**config.mk**
```make
export PLATFORM = sky130hd
export DESIGN_NAME = rx_hexword
export DESIGN_NICKNAME = d
export VERILOG_FILES = /design/src/rtl/rx_hexword.sv
export SDC_FILE = /design/constraint.sdc
export NUM_CORES = 1
export LEC_CHECK = 0
export ABC_AREA = 1
export BUFFER_PORTS_ARGS = -buffer_cell sky130_fd_sc_hd__buf_2
export CORE_MARGIN = 2
export CORE_UTILIZATION = 50
export DETAILED_ROUTE_END_ITERATION = 12
export GPL_ROUTABILITY_DRIVEN = 0
export PLACE_DENSITY = 0.79
export SETUP_SLACK_MARGIN = 0.15
export SLEW_MARGIN = 30
export SYNTH_ARGS = -nofsm -noshare
export SYNTH_HDL_FRONTEND = slang
export SYNTH_SLANG_ARGS = --single-unit
```
**constraint.sdc**
```tcl
create_clock -name i_clk -period 2.6 [get_ports i_clk]
set_clock_uncertainty 0.1 [all_clocks]
set_input_delay 0.52 -clock i_clk [delete_from_list [all_inputs] [get_ports i_clk]]
set_output_delay 0.52 -clock i_clk [all_outputs]
set_load 0.01 [all_outputs]
```
**src/rtl/rx_hexword.sv**
```systemverilog
// rx_hexword: parses "0x%08x\r\n" or bare-hex ASCII lines from a UART byte stream into 32-bit words.
// Optional macro RX_HEXWORD_UPPERCASE_EN also accepts 'A'-'F' digits and an 'X' prefix.
module rx_hexword #(
    parameter int TIMEOUT = 0
) (
    input  logic        i_clk,
    input  logic        i_reset,
    input  logic        i_rx_stb,
    input  logic [7:0]  i_rx_data,
    output logic        o_stb,
    output logic [31:0] o_data,
    output logic        o_err,
    output logic        o_busy
);

    typedef enum logic [1:0] {
        S_IDLE,
        S_ZERO,
        S_HEX,
        S_DISCARD
    } state_t;

    localparam logic [23:0] TMO_LAST = (TIMEOUT > 0) ? 24'(TIMEOUT - 1) : 24'd0;

    state_t      state_q, state_d;
    logic [31:0] acc_q, acc_d;
    logic [3:0]  cnt_q, cnt_d;
    logic [31:0] data_q, data_d;
    logic        stb_q, stb_d;
    logic        err_q, err_d;
    logic [23:0] tmo_q, tmo_d;

    logic        rxIsHex;
    logic [3:0]  rxDigit;
    logic        rxIsTerm;
    logic        rxIsSpace;
    logic        rxIsPrefix;
    logic        rxIsZero;

    always_comb begin
        rxIsHex = 1'b0;
        rxDigit = 4'd0;
        if (i_rx_data >= 8'h30 && i_rx_data <= 8'h39) begin
            rxIsHex = 1'b1;
            rxDigit = 4'(i_rx_data - 8'h30);
        end else if (i_rx_data >= 8'h61 && i_rx_data <= 8'h66) begin
            rxIsHex = 1'b1;
            rxDigit = 4'(i_rx_data - 8'h57);
        end
`ifdef RX_HEXWORD_UPPERCASE_EN
        else if (i_rx_data >= 8'h41 && i_rx_data <= 8'h46) begin
            rxIsHex = 1'b1;
            rxDigit = 4'(i_rx_data - 8'h37);
        end
`endif
    end

`ifdef RX_HEXWORD_UPPERCASE_EN
    assign rxIsPrefix = (i_rx_data == 8'h78) || (i_rx_data == 8'h58);
`else
    assign rxIsPrefix = (i_rx_data == 8'h78);
`endif
    assign rxIsTerm  = (i_rx_data == 8'h0D) || (i_rx_data == 8'h0A);
    assign rxIsSpace = (i_rx_data == 8'h20);
    assign rxIsZero  = (i_rx_data == 8'h30);

    always_ff @(posedge i_clk) begin
        if (i_reset) begin
            state_q <= S_IDLE;
            acc_q   <= 32'd0;
            cnt_q   <= 4'd0;
            data_q  <= 32'd0;
            stb_q   <= 1'b0;
            err_q   <= 1'b0;
            tmo_q   <= 24'd0;
        end else begin
            state_q <= state_d;
            acc_q   <= acc_d;
            cnt_q   <= cnt_d;
            data_q  <= data_d;
            stb_q   <= stb_d;
            err_q   <= err_d;
            tmo_q   <= tmo_d;
        end
    end

    // A received byte always takes priority over a timeout expiring in the same cycle.
    always_comb begin
        state_d = state_q;
        acc_d   = acc_q;
        cnt_d   = cnt_q;
        data_d  = data_q;
        stb_d   = 1'b0;
        err_d   = 1'b0;
        tmo_d   = 24'd0;

        if (i_rx_stb) begin
            case (state_q)
                S_IDLE: begin
                    if (rxIsZero) begin
                        state_d = S_ZERO;
                        acc_d   = 32'd0;
                        cnt_d   = 4'd1;
                    end else if (rxIsHex) begin
                        state_d = S_HEX;
                        acc_d   = {28'd0, rxDigit};
                        cnt_d   = 4'd1;
                    end else if (!rxIsTerm && !rxIsSpace) begin
                        state_d = S_DISCARD;
                    end
                end
                S_ZERO: begin
                    if (rxIsPrefix) begin
                        state_d = S_HEX;
                        acc_d   = 32'd0;
                        cnt_d   = 4'd0;
                    end else if (rxIsHex) begin
                        state_d = S_HEX;
                        acc_d   = {acc_q[27:0], rxDigit};
                        cnt_d   = cnt_q + 4'd1;
                    end else if (rxIsTerm) begin
                        state_d = S_IDLE;
                        data_d  = 32'd0;
                        stb_d   = 1'b1;
                    end else begin
                        state_d = S_DISCARD;
                    end
                end
                S_HEX: begin
                    if (rxIsHex && cnt_q < 4'd8) begin
                        acc_d = {acc_q[27:0], rxDigit};
                        cnt_d = cnt_q + 4'd1;
                    end else if (rxIsTerm && cnt_q != 4'd0) begin
                        state_d = S_IDLE;
                        data_d  = acc_q;
                        stb_d   = 1'b1;
                    end else if (rxIsTerm) begin
                        state_d = S_IDLE;
                        err_d   = 1'b1;
                    end else begin
                        state_d = S_DISCARD;
                    end
                end
                default: begin
                    if (rxIsTerm) begin
                        state_d = S_IDLE;
                        err_d   = 1'b1;
                    end
                end
            endcase
        end else if (TIMEOUT > 0 && state_q != S_IDLE) begin
            if (tmo_q == TMO_LAST) begin
                state_d = S_IDLE;
                acc_d   = 32'd0;
                cnt_d   = 4'd0;
                err_d   = 1'b1;
            end else begin
                tmo_d = tmo_q + 24'd1;
            end
        end
    end

    assign o_stb  = stb_q;
    assign o_err  = err_q;
    assign o_data = data_q;
    assign o_busy = (state_q != S_IDLE);

endmodule

```
# After elaboration in Yosys (flattened, before gate mapping)
# Index checks and enable logic that the tools add are counted.
# Widths: inputs -> output; s select.
# classes
n_addsub	3
order_cmp	5
n_eq_ne	16
muxes	41
bitwise	1
n_reduce_logical	19
# op_table
cell	n
$mux 32	10
$pmux 32 s3	1
$pmux 32 s2	1
$mux 4	7
$mux 2	9
$eq 8x4->1 const B	2
$eq 8x6->1 const B	2
$ne 2x2->1 const B	6
$pmux 4 s3	1
$mux 1	9
$eq 8x7->1 const B	1
$ge 8x6->1 const B	1
$ge 8x7->1 const B	1
$le 8x6->1 const B	1
$le 8x7->1 const B	1
$reduce_bool 4->1	2
$reduce_and 7->1	1
$ne 3x3->1 const B	2
$pmux 2 s3	1
$logic_and 1x1->1	5
$reduce_and 5->1	1
$add 4x1->4 const B	1
$lt 4x4->1 const B	1
$ne 4x4->1 const B	1
13 further kinds	17
# word_totals
reg_bits	72
in_bits	11
out_inout_bits	35
word_cells	91

# Depth between registers and ports, before layout
# logic_depth
depth_word	8
mapped_depth	16
mapped_depth_nobuf	14

# Worst setup path after synthesis
# OpenSTA, ideal clock, no wires.
# synth_path
kind	input to register
from	input i_rx_data[1]
to	register acc_q[10]
setup_time_ns	0.117
arrival_ns	1.907
t_required_ns	2.383
path_slack_ns	0.475
path_stages	15
path_buffers	2
path_cell_list	inv_1 ha_1 inv_1 nand2_1 nor2_1 nor2_2 nand3_2 nand2_4 nor2_4 nor2_8 nand2_4 buf_6 buf_4 o21ai_2 nor2_2
# synth_between
elab_chain_cells	7
elab_cells_between_ends	18
classes_between	4 x order compare; 5 x eq/ne; 5 x mux; 4 x reduce/logical
# synth_rtl
item	line	text
start: declaration	9	input logic [7:0] i_rx_data,
$ge 8x7->1 or $le 8x7->1 (tied branches)	46	end else if (i_rx_data >= 8'h61 && i_rx_data <= 8'h66) begin
$logic_and 1x1->1	46	
$mux 1	46	
$mux 1	43	if (i_rx_data >= 8'h30 && i_rx_data <= 8'h39) begin
$logic_and 1x1->1	130	if (rxIsHex && cnt_q < 4'd8) begin
$ne 2x2->1 (no line)	n/a	
$reduce_and 5->1 (no line)	n/a	
end signal: assignment	70	acc_q <= 32'd0;
end signal: assignment	78	acc_q <= acc_d;
end: declaration	26	logic [31:0] acc_q, acc_d;
# Parallel ways exist; a longest one is shown, timed or not.
# A chain may end at the register's enable or synchronous reset.

# Worst setup path in the final report
# layout_path
from	input i_rx_data[1]
to	register acc_q[0]
# layout_between
elab_chain_cells	7
elab_cells_between_ends	23
classes_between	4 x order compare; 5 x eq/ne; 10 x mux; 4 x reduce/logical
# layout_rtl
item	line	text
$ge 8x7->1 or $le 8x7->1 (tied branches)	46	
$logic_and 1x1->1	46	
$mux 4 or $mux 1 (tied branches)	46	
$mux 4 or $mux 1 (tied branches)	43	
$mux 32 (tied with other cells)	117	end else if (rxIsHex) begin
$mux 32 (tied with other cells)	113	if (rxIsPrefix) begin
$pmux 32 s3 or $reduce_and 5->1 (tied branches)	n/a	
# Parallel ways exist; a longest one is shown, timed or not. The select of a mux whose other input is x is not followed.

==> qor.csv <==
metric,value,unit
finalCriticalPeriod,2.12,ns
clk_pin_slew,0.07,ns
die_x,88.8,um
setup_ws,0.484,ns
cts_resized,0,
cp-startpoint,i_rx_data[1],
grt_start_max_net_pins,50,
diodes,0,
rr_worst_depth,10,
grt_usage,18.4,%
cp_num_buf_inv,5,
cp_data_required_time,2.73,ns
io_pins,46,
cts_root_buffer,clkbuf_8,
viasPerCell,4.86,
synth_top_family_by_area,simple AND/OR/NAND/NOR gates,
max_cap_viol_count,0,
layout_common_cells,"inv_1 (86), nand2_1 (73), dfxtp_1 (72)",
first_pass_iters,4,
grt_pass1_wl,11400,um
hold_violations,0,
hp-class,flip-flop to flip-flop,
ctsHoldBuffers,0,
cts.sinks,72,
drive_gt1_share,21.6,%
status,"finished, final reports clean",
post_dp_cell_area,3880,sq um
htreeDepth,3,
synth-simple-area-share,22.4,%
area_growth,13.1,%
cts_buffer_depth,2,
hpwl,4750,um
post_cts_buffers,0,
drc_errors,0,
tightest_slew,0.392,ns
final_util,59.2,%
design_area,4070,sq um
synthesis.nets,503,
die_area,7890,sq um
ys_seq_area_share,40.1,%
ant_nets,0,
power,3700,uW
drt-total-wl,6760,um
crit_family,simple AND/OR/NAND/NOR gates,
path_depth,16,
synth_xor_area_share,0.731,%
ff2ff_setup_slack,0.63,ns
cts_tree,yes,
arrival,2.25,ns
syn_inst,481,
rsz0062_at_grt,false,
n_fill_cell,629,
finalSetupTns,0,ns
cpPeakStageDelay,0.23,ns
dpl_worst_slack,0.157,ns
first_iter_violations,127,
crit_path_max_fanout,16,
power_density,911,nW/um^2
antenna_found_initial,0,
fin_crit_sh,81.4,%
vdd_drop_max,0.439,mV
netlist.area_leader.share,40.1,%
timing.final.max_slew_violations,0,
overflow,0,
slowest_stage,buf_4,
synth_seq_cells,72,
numCtsBuffers,9,
yosys_warnings,0,
path_cells,buf_2 > inv_1 > ha_1 > inv_1 > nand2_1 > nor2_1 > nor2_2 > nand3_2 > nand2_4 > nor2_4 > nor2_8 > nand2_4 > buf_4 > inv_1 > nor2_1 > nor2_1,
critPathKind,input pin to flip-flop,
rows,30,
avgRoutedWirePerCell,10.9,um
setup_violations,0,
dieHeight,88.8,um
endpoint,acc_q[0],
clock.fmax,0.473,GHz
synth_top_cell_by_area,dfxtp_1,
synth_mux_area_share,0,%
final_common_cell,inv_1,
slew_headroom,73.9,%
hp-start,o_data[27],
port-buffer-count,45,
clk_latency,0.34,ns
grt_pass1_vias,2684,
vias,3016,
core_area,6870,sq um
synthAdderAreaFrac,3.83,%
synth_area,3600,sq um
r2r-start,state_q[0],
ys_types,32,
finalNetCount,542,
worst_r2r_endpoint,cnt_q[1],
synth_compound_area_share,19.1,%
synth.area.top_cells,"dfxtp_1 (40%), inv_1 (9.0%), nand2_1 (7.6%)",
p_leak,0.00188,uW
syn_avg_cell_area,7.48,sq um
start_kind,input pin,
worst_setup_path_end_kind,flip-flop,
initial_core_util,52.3,%
[worst reg2reg max path, delay by kind of cell (launching register included)]
kind / cells / cell delay (ns)
AO/OA/AOI/OAI: 1 / 0.18
adder cells (fa/ha/maj): 1 / 0.28
buffers and inverters: 5 / 0.67
flip-flops: 1 / 0.39
AND/OR/NAND/NOR: 3 / 0.26
[cell type report]
class	instances	area [sq um]	share of cell area [%]
multi-input cells	295	1660	40.8
flip-flops and latches	72	1440	35.4
inverters	89	334	8.21
repair buffers	53	323	7.94
clock buffers	12	145	3.57
well taps	96	120	2.95
clock inverters	3	42.5	1.05
[sequential cells by signal, indices dropped and copies added, names as in the netlist]
| register | count |
|---|---|
| acc_q | 32 |
| cnt_q | 4 |
| o_data | 32 |
| o_err | 1 |
| o_stb | 1 |
| state_q | 2 |
[worst min-delay path by stage]
stage	slack, ns	end	cells after the start
after floorplan	0.37	o_data[0]	2
after global placement	0.34	o_data[3]	2
after detailed placement	0.34	o_data[27]	2
after CTS	0.35	o_data[27]	2
after global routing	0.36	o_data[24]	2
final	0.35	o_data[27]	2
[metrics by stage]
| stage | cells | hold slack (ns) |
|---|---|---|
| floorplan | 481 | 0.375 |
| global placement | 605 | 0.339 |
| detailed placement | 605 | 0.339 |
| CTS | 620 | 0.351 |
| global route | 620 | 0.363 |
| finish | 620 | 0.347 |
[per-layer routing]
layer	global-route usage [%]	wire, um	vias up
met5	0	0	-
met3	6.62	349	6
met2	31.4	3170	63
li1	-	-	1602
met4	4.68	55	0
met1	22.0	3190	1345
[power breakdown]
| group | leakage [uW] | internal [uW] | switching (uW) |
|---|---|---|---|
| clock | 0.0000925 | 463 | 379 |
| combinational | 0.00120 | 514 | 845 |
| sequential | 0.000586 | 1340 | 162 |
[synthesized netlist by cell type]
master / count
buf_6: 6
o21ai_1: 21
nor3b_1: 1
nor2_4: 2
o21ai_0: 2
a211oi_1: 32
nand2_1: 73
ha_1: 11
inv_1: 86
nand3_1: 17
buf_8: 1
xor2_1: 3
nand3_2: 1
nor3_1: 3
a21oi_1: 40
a31oi_1: 2
nand2_2: 8
dfxtp_1: 72
clkbuf_1: 9
o22ai_1: 1
inv_2: 3
nand2_4: 2
o21a_1: 1
o21ai_2: 11
buf_2: 8
buf_4: 1
nor2_2: 17
nand3_4: 1
nand4_1: 4
nor2_8: 1
o311ai_0: 1
nor2_1: 40
[cells by family after synthesis]
kind of cell	after synthesis
and+or+nand+nor	170
buffers and inverters	114
AOI/OAI and AO/OA	111
DFF	72
adders and majority gates	11
xor gates and xnor gates	3
Power figures use the tool's default switching activity.
